**src/rtl/fp32_pkg.sv**
```systemverilog
// Shared IEEE-754 single-precision constants, field widths and the divider FSM state type.
package fp32_pkg;

    localparam int unsigned SIGN_W = 1;
    localparam int unsigned EXP_W  = 8;
    localparam int unsigned MANT_W = 23;

    localparam logic [31:0]      QNAN    = 32'h7FC00001;
    localparam int               BIAS    = 127;
    localparam logic [EXP_W-1:0] EXP_MAX = 8'hFF;

    typedef enum logic [1:0] {
        IDLE = 2'd0,
        DIV  = 2'd1,
        NORM = 2'd2,
        DONE = 2'd3
    } state_t;

endpackage

```
**src/rtl/fp32_unpack.sv**
```systemverilog
// Splits an fp32 word into fields and classifies it; exp=0 inputs are flushed to zero.
module fp32_unpack
    import fp32_pkg::*;
(
    input  logic [31:0]       i_val,
    output logic              o_sign,
    output logic [EXP_W-1:0]  o_exp,
    output logic [MANT_W-1:0] o_mant,
    output logic              o_is_zero,
    output logic              o_is_inf,
    output logic              o_is_nan
);

    assign o_sign    = i_val[31];
    assign o_exp     = i_val[30:23];
    assign o_mant    = i_val[22:0];
    assign o_is_zero = (o_exp == '0);
    assign o_is_inf  = (o_exp == EXP_MAX) && (o_mant == '0);
    assign o_is_nan  = (o_exp == EXP_MAX) && (o_mant != '0);

endmodule

```
**src/rtl/fp32_div.sv**
```systemverilog
// Multi-cycle fp32 divider: restoring radix-2 mantissa divide, truncating, flush-to-zero.
module fp32_div
    import fp32_pkg::*;
(
    input  logic        clk,
    input  logic        rst_n,
    input  logic        in_valid,
    output logic        in_ready,
    input  logic [31:0] a,
    input  logic [31:0] b,
    output logic        out_valid,
    input  logic        out_ready,
    output logic [31:0] result
);

    logic              w_sa, w_sb;
    logic [EXP_W-1:0]  w_ea, w_eb;
    logic [MANT_W-1:0] w_ma, w_mb;
    logic              w_za, w_zb, w_ia, w_ib, w_na, w_nb;

    fp32_unpack u_unpack_a (
        .i_val(a), .o_sign(w_sa), .o_exp(w_ea), .o_mant(w_ma),
        .o_is_zero(w_za), .o_is_inf(w_ia), .o_is_nan(w_na)
    );

    fp32_unpack u_unpack_b (
        .i_val(b), .o_sign(w_sb), .o_exp(w_eb), .o_mant(w_mb),
        .o_is_zero(w_zb), .o_is_inf(w_ib), .o_is_nan(w_nb)
    );

    state_t             r_state;
    logic               r_sign;
    logic signed [9:0]  r_exp;
    logic [24:0]        r_rem;
    logic [23:0]        r_divisor;
    logic [24:0]        r_q;
    logic [4:0]         r_cnt;
    logic [31:0]        r_result;
    logic               r_out_valid;

    logic               w_sign;
    logic               w_special;
    logic [31:0]        w_special_res;
    logic signed [9:0]  w_exp_calc;
    logic               w_ge;
    logic [24:0]        w_rem_next;
    logic signed [9:0]  w_exp_n;
    logic [22:0]        w_mant_n;
    logic [31:0]        w_norm_res;

    assign in_ready  = (r_state == IDLE);
    assign out_valid = r_out_valid;
    assign result    = r_result;
    assign w_sign    = w_sa ^ w_sb;

    // Ordering matters: NaN and indeterminate forms win over infinity/zero results.
    always_comb begin
        w_special     = 1'b1;
        w_special_res = '0;
        if (w_na || w_nb)
            w_special_res = QNAN;
        else if ((w_ia && w_ib) || (w_za && w_zb))
            w_special_res = QNAN;
        else if (w_ia || w_zb)
            w_special_res = {w_sign, EXP_MAX, {MANT_W{1'b0}}};
        else if (w_za || w_ib)
            w_special_res = '0;
        else
            w_special = 1'b0;
    end

    assign w_exp_calc = {2'b00, w_ea} - {2'b00, w_eb} + 10'(BIAS);

    assign w_ge       = (r_rem >= {1'b0, r_divisor});
    assign w_rem_next = w_ge ? ((r_rem - {1'b0, r_divisor}) << 1) : (r_rem << 1);

    assign w_exp_n  = r_q[24] ? r_exp : (r_exp - 10'sd1);
    assign w_mant_n = r_q[24] ? r_q[23:1] : r_q[22:0];

    always_comb begin
        if (w_exp_n >= 10'sd255)
            w_norm_res = {r_sign, EXP_MAX, {MANT_W{1'b0}}};
        else if (w_exp_n <= 10'sd0)
            w_norm_res = '0;
        else
            w_norm_res = {r_sign, w_exp_n[7:0], w_mant_n};
    end

    // out_valid registers one cycle into DONE, giving the fixed 1- and 27-cycle latencies.
    always_ff @(posedge clk) begin
        if (!rst_n) begin
            r_state     <= IDLE;
            r_sign      <= 1'b0;
            r_exp       <= '0;
            r_rem       <= '0;
            r_divisor   <= '0;
            r_q         <= '0;
            r_cnt       <= '0;
            r_result    <= '0;
            r_out_valid <= 1'b0;
        end else begin
            case (r_state)
                IDLE: begin
                    if (in_valid) begin
                        r_sign    <= w_sign;
                        r_exp     <= w_exp_calc;
                        r_rem     <= {1'b0, 1'b1, w_ma};
                        r_divisor <= {1'b1, w_mb};
                        r_q       <= '0;
                        r_cnt     <= '0;
                        if (w_special) begin
                            r_result <= w_special_res;
                            r_state  <= DONE;
                        end else begin
                            r_state  <= DIV;
                        end
                    end
                end
                DIV: begin
                    r_rem <= w_rem_next;
                    r_q   <= {r_q[23:0], w_ge};
                    r_cnt <= r_cnt + 5'd1;
                    if (r_cnt == 5'd24)
                        r_state <= NORM;
                end
                NORM: begin
                    r_result <= w_norm_res;
                    r_state  <= DONE;
                end
                DONE: begin
                    if (!r_out_valid) begin
                        r_out_valid <= 1'b1;
                    end else if (out_ready) begin
                        r_out_valid <= 1'b0;
                        r_state     <= IDLE;
                    end
                end
                default: r_state <= IDLE;
            endcase
        end
    end

endmodule

```
**config.mk**
```make
export PLATFORM = sky130hd
export DESIGN_NAME = fp32_div
export DESIGN_NICKNAME = d
export VERILOG_FILES = /design/src/rtl/fp32_pkg.sv /design/src/rtl/fp32_unpack.sv /design/src/rtl/fp32_div.sv
export SDC_FILE = /design/constraint.sdc
export NUM_CORES = 1
export LEC_CHECK = 0
export ABC_AREA = 0
export BUFFER_PORTS_ARGS = -buffer_cell sky130_fd_sc_hd__buf_2
export CORE_ASPECT_RATIO = 0.5
export CORE_MARGIN = 2
export CORE_UTILIZATION = 38
export DETAILED_ROUTE_END_ITERATION = 10
export SETUP_SLACK_MARGIN = 0.2
export SYNTH_ARGS = -nofsm -noshare
export SYNTH_HDL_FRONTEND = slang
export SYNTH_SLANG_ARGS = --single-unit
```
**constraint.sdc**
```tcl
create_clock -name clk -period 2.4 [get_ports clk]
set_input_delay 0.12 -clock clk [delete_from_list [all_inputs] [get_ports clk]]
set_output_delay 0.12 -clock clk [all_outputs]
set_load 0.05 [all_outputs]
```
==> results of run 1 <==
==> final cells by class <==
cell class	instances	area, µm²
Timing Repair Buffer	234	1730
Tap cell	259	324
Fill cell	1705	8130
Multi-Input combinational cell	701	5150
Sequential cell	125	2530
Clock inverter	14	158
Inverter	54	205
Clock buffer	17	425
==> tightest hold or removal path, delay by kind of cell <==
kind | cells | cell delay, ns
compound gates | 1 | 0.08
buf+inv | 1 | 0.10
simple gates | 1 | 0.11
==> power groups by stage <==
| stage | Combinational [µW] | Clock (µW) | Sequential (µW) |
|---|---|---|---|
| after floorplan | 5400 | 0 | 2890 |
| final | 10500 | 2610 | 2870 |
| after global routing | 11400 | 2750 | 2920 |
| after global placement | 7780 | 0 | 2850 |
| after CTS | 9400 | 2650 | 2860 |
| after detailed placement | 7880 | 0 | 2850 |
==> sequential cells by signal, indices dropped and copies added (netlist names) <==
register / cells
r_cnt: 5
r_sign: 1
out_valid: 1
result: 32
r_state: 2
r_exp: 10
r_rem: 25
r_q: 25
r_divisor: 24
==> routing by layer <==
| metal | wire length [µm] | vias up | share of wire | GRT usage |
|---|---|---|---|---|
| li1 | - | 3720 | - | - |
| met1 | 11200 | 3638 | 0.48 | 0.302 |
| met2 | 10600 | 183 | 0.45 | 0.380 |
| met3 | 1260 | 29 | 0.053 | 0.0485 |
| met4 | 440 | 0 | 0.019 | 0.0832 |
| met5 | 0 | - | 0 | 0 |
==> synth_stat cells (11+ instances only) <==
master | n | area [µm²]
a21oi_1 | 87 | 435
o21ai_1 | 11 | 55.1
xor2_1 | 16 | 140
ha_1 | 40 | 500
nor2_1 | 99 | 372
or3_1 | 15 | 93.8
dfxtp_1 | 125 | 2500
inv_1 | 53 | 199
nand3_1 | 17 | 85.1
a22oi_1 | 27 | 203
mux2i_1 | 33 | 330
nor3_1 | 15 | 75.1
nor4_1 | 14 | 87.6
a211oi_1 | 16 | 120
nand2_1 | 111 | 417
o21ai_0 | 46 | 230
a31oi_1 | 12 | 75.1
nand4_1 | 12 | 75.1
xnor2_1 | 24 | 210
clkbuf_1 | 38 | 143
==> final timing paths <==
kind	slack, ns	to	cells after the start	start
min	0.03	r_divisor[1]	3	b[1]
min reg2reg	0.45	result[7]	2	result[7]
max	-0.05	r_rem[18]	11	r_divisor[7]
max reg2reg	-0.05	r_rem[18]	11	r_divisor[7]
==> what timing repair did <==
| item | in CTS | in global routing |
|---|---|---|
| resized for setup | 115 | 56 |
| pin swaps | 43 | 43 |
| endpoints found under the setup margin | 54 | 82 |
| buffers inserted | 25 | 9 |
| gates cloned | 3 | 0 |
| endpoints found under the hold margin | 21 | 0 |
| hold buffers | 21 | 0 |
==> through the flow <==
stage / hold slack (ns) / instance area [µm²] / cells / total power, µW / worst slack, ns
floorplan: 0.231 / 7540 / 926 / 8290 / 0.137
finish: 0.0345 / 10500 / 1404 / 16000 / -0.0514
global route: 0.0357 / 10500 / 1404 / 17000 / -0.149
detailed placement: 0.339 / 8750 / 1315 / 10700 / -0.104
CTS: 0.0174 / 10200 / 1395 / 14900 / -0.0288
global placement: 0.334 / 8750 / 1315 / 10600 / -0.0177
==> cell families after synthesis <==
group | after synthesis | synth area share
xor+xnor | 40 | 0.0478
buf+inv | 100 | 0.0532
fa+ha+maj | 42 | 0.0737
flops | 125 | 0.341
compound gates | 259 | 0.227
mux | 34 | 0.0466
simple gates | 326 | 0.210
==> flow_metrics.py, run 1 <==
metrics = {
    "status": {
        "status": "finished with violations",
        "violations": "setup timing",
    },
    "sta": {
        "finalMaxSlewViolations": 0,
        "final-hold-violation-count": 0,
        "slew_headroom": 0.633,
        "clock_skew_ns": 0.00912,
        "fin_crit_sh": 1.02,
        "finalSetupViolations": 7,
        "period_minus_slack_ns": 2.45,
        "fmax_mhz": 408,
        "setup_ws_ns": -0.0514,
        "rsz0062_at_grt": "yes",
        "tns_ns": -0.113,
        "tightest_slew_ns": 0.550,
    },
    "setup_path": {
        "critPathSlowestCell": "or3_1",
        "cp-end-kind": "register",
        "critPathBufInv": 2,
        "cp_cell_sequence": "inv_2 -> ha_4 -> nand3_2 -> or3_1 -> a31o_1 -> a21o_1 -> a21bo_4 -> nand2_8 -> buf_8 -> mux2i_2 -> a221oi_2",
        "crit_type": "reg2reg",
        "cp_max_fo": 5,
        "startpoint_type": "register",
        "cp_top_family": "compound AO/OA/AOI/OAI gates",
        "cp.required_ns": 2.68,
        "cp_data_arrival_time_ns": 2.73,
        "slowest_delay_ns": 0.35,
    },
    "floorplan": {
        "dieArea_mm2": 0.0205,
        "ioPinCount": 102,
        "core.rowCount": 35,
        "core-area_mm2": 0.0187,
        "die_x_um": 200,
        "start_util": 0.393,
        "fp.dieH_um": 102,
    },
    "pwr": {
        "powerDensity_mw_per_mm2": 1520,
        "vdd_drop_max_mv": 0.867,
        "switching_share": 0.433,
        "power_switching_uw": 6950,
        "pwr-share-clk": 0.163,
        "leakage_uw": 0.00419,
        "p_comb_frac": 0.658,
        "seq_power_share": 0.179,
        "internal-power_uw": 9080,
    },
    "layout": {
        "final_common_cell": "nand2_1",
        "fin_nets": 1243,
        "antenna_cells": 0,
        "finalCoreUtilization": 0.564,
        "layout_common_cells": "nand2_1, dfxtp_1, buf_2, nor2_1, buf_4",
        "layout-drive-gt1-share": 0.362,
        "area_growth_pct": 43.4,
    },
    "yosys": {
        "synth-seq-area-share": 0.341,
        "synth.distinct_cells": 68,
        "synthFlopType": "dfxtp_1",
        "ys_ff_latch": 125,
        "synth_area_per_cell_um2": 7.92,
        "synthCells": 926,
        "synth-edff-count": 0,
        "syn-cell-area_mm2": 0.00734,
        "syn_nets": 1036,
        "yosysWarnings": 0,
        "async_flop_share": 0,
    },
    "detailed_routing": {
        "route.detailed.drc": 0,
        "antenna_left": 0,
        "first_iter_violations": 497,
        "drtPass1Iterations": 7,
        "num_vias": 7570,
        "routedWlPerCell_um": 16.7,
        "drt-total-wl_mm": 23.5,
        "routed_via_density": 5.39,
    },
    "grt": {
        "grt_pass1_wl_mm": 37.7,
        "grt_pass1_vias": 7369,
        "grt_use_total": 0.230,
        "grt_max_degree": 41,
        "grt.overflow.total": 0,
        "antenna_found_initial": 0,
    },
    "placement": {
        "post-dp-hpwl_mm": 16.3,
        "gp_congestion": 0.900,
        "io_buffers": 101,
    },
    "run": {
        "maxCapViolations": 0,
    },
    "clocking": {
        "clock_path_buffers": 2,
        "clk_latency_ns": 0.42,
        "htree_levels": 4,
        "cts_sinks": 125,
        "cts_tree": "done",
        "cts_buffers": 17,
        "clkTransAtPathRegs_ns": 0.06,
        "root_buffer": "clkbuf_16",
    },
    "worst_hold_path": {
        "worst_hold_path_type": "in2reg",
    },
}
No activity file was read; power rests on OpenSTA's default activity.
==> run 2, diff against run 1 <==
CORE_MARGIN = default   (was 2)
REMOVE_ABC_BUFFERS = 1   (was default)
==> run 2 against run 1 <==
Net effect: setup slack improved by 0.040 ns; power fell by 0.51%; fmax grew 1.7%; sequential power hardly changed; global-route usage rose by 0.68 points; combinational power hardly changed; final area rose by 1.2%; the run still ends with setup timing left.
==> flow_metrics.py, run 2 (synthesized netlist as in run 1, its figures left out) <==
metrics = {
    "detailed_routing": {
        "num_vias": 7552,
        "drt-total-wl_mm": 23.0,
        "route.detailed.drc": 0,
        "drtPass1Iterations": 5,
        "routed_via_density": 5.33,
        "routedWlPerCell_um": 16.3,
        "antenna_left": 0,
        "first_iter_violations": 490,
    },
    "status": {
        "violations": "setup timing",
        "status": "finished with violations",
    },
    "layout": {
        "antenna_cells": 0,
        "fin_nets": 1254,
        "layout_common_cells": "nand2_1, dfxtp_1, buf_2, buf_4, nor2_1",
        "layout-drive-gt1-share": 0.358,
        "layout.area.seq_mm2": 0.00253,
        "area_growth_pct": 45.2,
        "multi_input_area_mm2": 0.00515,
        "fin_cells": 1416,
        "largest_register_ffs": 32,
        "final_common_cell": "nand2_1",
        "nFillCells": 1708,
    },
    "grt": {
        "grt_pass1_wl_mm": 36.9,
        "grt_max_degree": 41,
        "grt_pass1_vias": 7029,
        "grt_use_total": 0.237,
        "grt.overflow.total": 0,
        "antenna_found_initial": 0,
    },
    "placement": {
        "gp_congestion": 0.906,
        "post-dp-hpwl_mm": 16.3,
        "place_inst": 1337,
        "io_buffers": 101,
        "place_ws_ns": -0.184,
    },
    "clocking": {
        "clkTransAtPathRegs_ns": 0.07,
        "htree_levels": 4,
        "cts_buffers": 17,
        "clk_latency_ns": 0.42,
        "root_buffer": "clkbuf_16",
        "cts_tree": "done",
        "clock_path_buffers": 2,
        "cts_sinks": 125,
    },
    "sta": {
        "setup_ws_ns": -0.0115,
        "final-hold-violation-count": 0,
        "fmax_mhz": 415,
        "finalMaxSlewViolations": 0,
        "fin_crit_sh": 1.00,
        "finalSetupViolations": 1,
        "rsz0062_at_grt": "yes",
        "clock_skew_ns": 0.0112,
        "slew_headroom": 0.643,
        "tightest_slew_ns": 0.529,
        "period_minus_slack_ns": 2.41,
    },
    "worst_hold_path": {
        "worst_hold_path_type": "in2reg",
        "holdCritStartpoint": "a[2]",
        "holdPathStages": 3,
        "whs_endpoint": "r_rem[2]",
    },
    "floorplan": {
        "core.rowCount": 35,
        "fp.dieH_um": 100,
        "core-area_mm2": 0.0187,
        "die_x_um": 198,
        "start_util": 0.393,
        "dieArea_mm2": 0.0199,
        "ioPinCount": 102,
    },
    "setup_path": {
        "startpoint_type": "register",
        "rr_worst_depth": 11,
        "cp.required_ns": 2.72,
        "cp_data_arrival_time_ns": 2.73,
        "cp_max_fo": 4,
        "r2r_slack_ns": -0.01,
        "reg2reg_to": "r_rem[4]",
        "crit_type": "reg2reg",
        "reg2reg_from": "r_divisor[9]",
        "cp-end-kind": "register",
    },
    "pwr": {
        "powerDensity_mw_per_mm2": 1500,
        "leakage_uw": 0.00428,
        "vdd_drop_max_mv": 0.731,
    },
    "run": {
        "maxCapViolations": 0,
    },
}
## run 2: cell types whose count changed in the layout (fill, tap and decap cells not counted), sizes merged
| cell | change |
|---|---|
| buf | +7 |
| clkbuf | +1 |
| clkinv | +1 |
| dlygate4sd3 | +3 |
| inv | -1 |
| nand2 | +1 |
## run 2: metal layers
metal | global-route usage | share of wire
met1 | 0.317 | 0.48
met2 | 0.386 | 0.46
met3 | 0.0430 | 0.048
met4 | 0.0763 | 0.014
met5 | 0 | 0
## run 2: layout make-up
cell class	count	share of cell area
multi-input cells	702	0.484
flip-flops and latches	125	0.238
repair buffers	244	0.171
clock buffers	18	0.0412
well taps	259	0.0304
inverters	54	0.0190
clock inverters	14	0.0162
## run 2: critical path, cell delays in order (launching register included)
cell      delay [ns]
dfxtp_2         0.33
inv_2           0.04
ha_4            0.26
nand3_2         0.07
or3_1           0.34
a31o_1          0.21
a21o_1          0.21
a21bo_4         0.27
buf_6           0.14
a21oi_4         0.13
a211oi_2        0.06
o31ai_1         0.23
## run 2: how the worst max path moves through the flow
| stage | endpoint | slack (ns) | startpoint |
|---|---|---|---|
| after floorplan | r_rem[17] | -2.97 | r_state[0] |
| after global placement | r_rem[21] | -0.12 | r_divisor[7] |
| after detailed placement | r_exp[8] | -0.18 | a[23] |
| after CTS | r_rem[1] | -0.01 | r_divisor[9] |
| after global routing | r_rem[2] | -0.1 | r_divisor[9] |
| final | r_rem[4] | -0.01 | r_divisor[9] |
## run 2: power by group
part | total, µW | switching (µW) | internal [µW] | leakage, µW
combinational | 10400 | 5390 | 4990 | 0.00295
clock | 2690 | 1090 | 1600 | 0.000302
sequential | 2880 | 397 | 2480 | 0.00103
## run 2: timing repair
action	CTS	global route
gates cloned	4	0
setup buffers	16	3
setup endpoints to repair	54	83
pin swaps	63	29
resized for setup	148	50
endpoints found under the hold margin	23	1
hold buffers	23	1
## run 2: through the flow
step / hold WS (ns) / cell area (µm²) / setup TNS, ns / total power [µW] / utilization
floorplan: 0.230 / 7150 / -140.63 / 7780 / -
global placement: 0.336 / 8760 / -1.19 / 10800 / 0.470
detailed placement: 0.345 / 8760 / -2.19 / 10900 / 0.470
CTS: 0.0114 / 10400 / -0.0179 / 15400 / 0.559
global route: 0.0815 / 10700 / -1.28 / 16900 / 0.571
finish: 0.0639 / 10700 / -0.0115 / 15900 / 0.571
==> run 3, diff against run 2 <==
PLACE_DENSITY_LB_ADDON = 0.1   (was default)
==> run 3 against run 2 <==
Net effect: sequential share of layout area shrank 0.26 points; clock-buffer cell count increased by 2; utilization is 0.54 points higher; sequential cell count unchanged; power is 1.9% higher; largest power group unchanged; the run ends with hold timing, setup timing left; largest cell class unchanged; worst hold slack got worse by 0.065 ns.
==> flow_metrics.py, run 3 (synthesized netlist as in run 1, its figures left out) <==
metrics = {
    "detailed_routing": {
        "drt-total-wl_mm": 24.2,
        "route.detailed.drc": 0,
        "first_iter_violations": 416,
        "routed_via_density": 5.32,
        "num_vias": 7593,
        "routedWlPerCell_um": 16.9,
        "antenna_left": 0,
        "drtPass1Iterations": 6,
    },
    "setup_path": {
        "critPathLaunch": "r_divisor[10]",
        "cp_common_cell": "or3_1",
        "rr_worst_depth": 11,
        "crit_type": "reg2reg",
        "slowest_delay_ns": 0.37,
        "cp-end-kind": "register",
        "startpoint_type": "register",
        "cp_data_arrival_time_ns": 2.78,
        "cp_max_fo": 6,
        "r2r_slack_ns": -0.02,
        "endpoint": "r_rem[2]",
        "reg2reg_from": "r_divisor[10]",
        "cp.required_ns": 2.75,
        "reg2reg_to": "r_rem[2]",
        "critPathSlowestCell": "or3_1",
        "cp_cell_sequence": "inv_2 -> ha_4 -> nand3_2 -> or3_1 -> a31o_1 -> a21o_1 -> a21boi_2 -> nor2_4 -> buf_6 -> or3_1 -> a31oi_1",
    },
    "layout": {
        "final_common_cell": "buf_4",
        "finalCoreUtilization": 0.576,
        "layout_common_cells": "buf_4, nand2_1, dfxtp_1, buf_2, nor2_1",
        "fin_nets": 1266,
        "layout-drive-gt1-share": 0.370,
        "antenna_cells": 0,
        "largest_register_ffs": 32,
        "area_growth_pct": 46.5,
    },
    "status": {
        "violations": "hold timing, setup timing",
        "status": "finished with violations",
    },
    "grt": {
        "grt_max_degree": 41,
        "antenna_found_initial": 0,
        "grt_pass1_vias": 7553,
        "grt_pass1_wl_mm": 38.8,
        "grt_use_total": 0.251,
        "grt.overflow.total": 0,
    },
    "floorplan": {
        "core.rowCount": 35,
        "fp.dieH_um": 100,
        "die_x_um": 198,
        "dieArea_mm2": 0.0199,
        "core-area_mm2": 0.0187,
        "start_util": 0.393,
        "ioPinCount": 102,
    },
    "clocking": {
        "clk_latency_ns": 0.43,
        "cts_buffers": 17,
        "clock_path_buffers": 2,
        "htree_levels": 4,
        "clkTransAtPathRegs_ns": 0.07,
        "root_buffer": "clkbuf_16",
        "cts_tree": "done",
        "cts_sinks": 125,
    },
    "pwr": {
        "leakage_uw": 0.00433,
        "vdd_drop_max_mv": 0.734,
        "switching_share": 0.434,
        "internal-power_uw": 9190,
        "seq_power_share": 0.176,
        "powerDensity_mw_per_mm2": 1510,
        "p_comb_frac": 0.656,
        "pwr-share-clk": 0.168,
        "power_switching_uw": 7060,
    },
    "run": {
        "maxCapViolations": 0,
    },
    "sta": {
        "clock_skew_ns": 0.00957,
        "final-hold-violation-count": 1,
        "setup_ws_ns": -0.0221,
        "fin_crit_sh": 1.01,
        "hold_ws_ns": -0.000611,
        "fmax_mhz": 413,
        "finalMaxSlewViolations": 0,
        "period_minus_slack_ns": 2.42,
        "rsz0062_at_grt": "yes",
        "finalSetupViolations": 3,
        "slew_headroom": 0.587,
        "tightest_slew_ns": 0.615,
        "tns_ns": -0.0412,
    },
    "placement": {
        "io_buffers": 101,
        "place_ws_ns": -0.206,
        "gp_congestion": 0.898,
        "post-dp-hpwl_mm": 16.6,
    },
    "worst_hold_path": {
        "holdCritStartpoint": "a[4]",
        "worst_hold_path_type": "in2reg",
    },
}
## run 3: cell types whose count changed in the layout (fill, tap and decap cells not counted), sizes merged
cell,before,now
buf,220,234
clkbuf,18,20
clkinv,5,2
dlygate4sd3,24,22
inv,61,62
## run 3: critical path, delay by kind of cell, from the launching register on
| kind | cells | cell delay, ns |
|---|---|---|
| DFF | 1 | 0.34 |
| and+or+nand+nor | 4 | 0.83 |
| adders and majority gates | 1 | 0.26 |
| AOI/OAI and AO/OA | 4 | 0.76 |
| buffers and inverters | 2 | 0.18 |
## run 3: power by group through the flow
stage / sequential, µW / combinational (µW) / clock (µW)
6_report: 2860 / 10700 / 2720
5_1_grt: 2900 / 11500 / 2880
4_1_cts: 2840 / 9980 / 2770
3_5_place_dp: 2790 / 8030 / 0
3_3_place_gp: 2790 / 8000 / 0
2_1_floorplan: 2860 / 4930 / 0
## run 3: worst min path at each step
| stage | cells past startpoint | to |
|---|---|---|
| 2_1_floorplan | 1 | out_valid |
| 3_3_place_gp | 2 | out_valid |
| 3_5_place_dp | 2 | out_valid |
| 4_1_cts | 3 | r_divisor[9] |
| 5_1_grt | 3 | r_divisor[9] |
| 6_report | 3 | r_rem[4] |
## run 3: per-stage QoR
| stage | cell area (µm²) | power (µW) | hold WS, ns | std cells |
|---|---|---|---|---|
| floorplan | 7150 | 7780 | 0.230 | 880 |
| global placement | 8810 | 10800 | 0.338 | 1346 |
| detailed placement | 8810 | 10800 | 0.337 | 1346 |
| CTS | 10500 | 15600 | 0.000483 | 1426 |
| global route | 10800 | 17300 | 0.0144 | 1428 |
| finish | 10800 | 16200 | -0.000611 | 1428 |
## run 3: repair_timing
item                                   4_1_cts  5_1_grt
pin swaps                                   49       41
cloned                                       4        0
gates resized for setup                    163       47
setup endpoints to repair                   54       61
endpoints found under the hold margin       22        0
setup buffers                               22        2
hold buffers                                22        0
## run 3: final cells by class
class	instances	area [µm²]
Sequential cell	125	2530
Timing Repair Buffer	256	1850
Fill cell	1712	7910
Clock buffer	20	467
Clock inverter	12	146
Inverter	54	208
Tap cell	259	324
Multi-Input combinational cell	702	5230
## run 3: routing by layer
| metal | GRT usage | vias to the layer above | part of all wire |
|---|---|---|---|
| met2 | 0.422 | 144 | 0.47 |
| met3 | 0.0477 | 28 | 0.041 |
| li1 | - | 3775 | - |
| met5 | 0 | - | 0 |
| met1 | 0.327 | 3646 | 0.47 |
| met4 | 0.0757 | 0 | 0.018 |
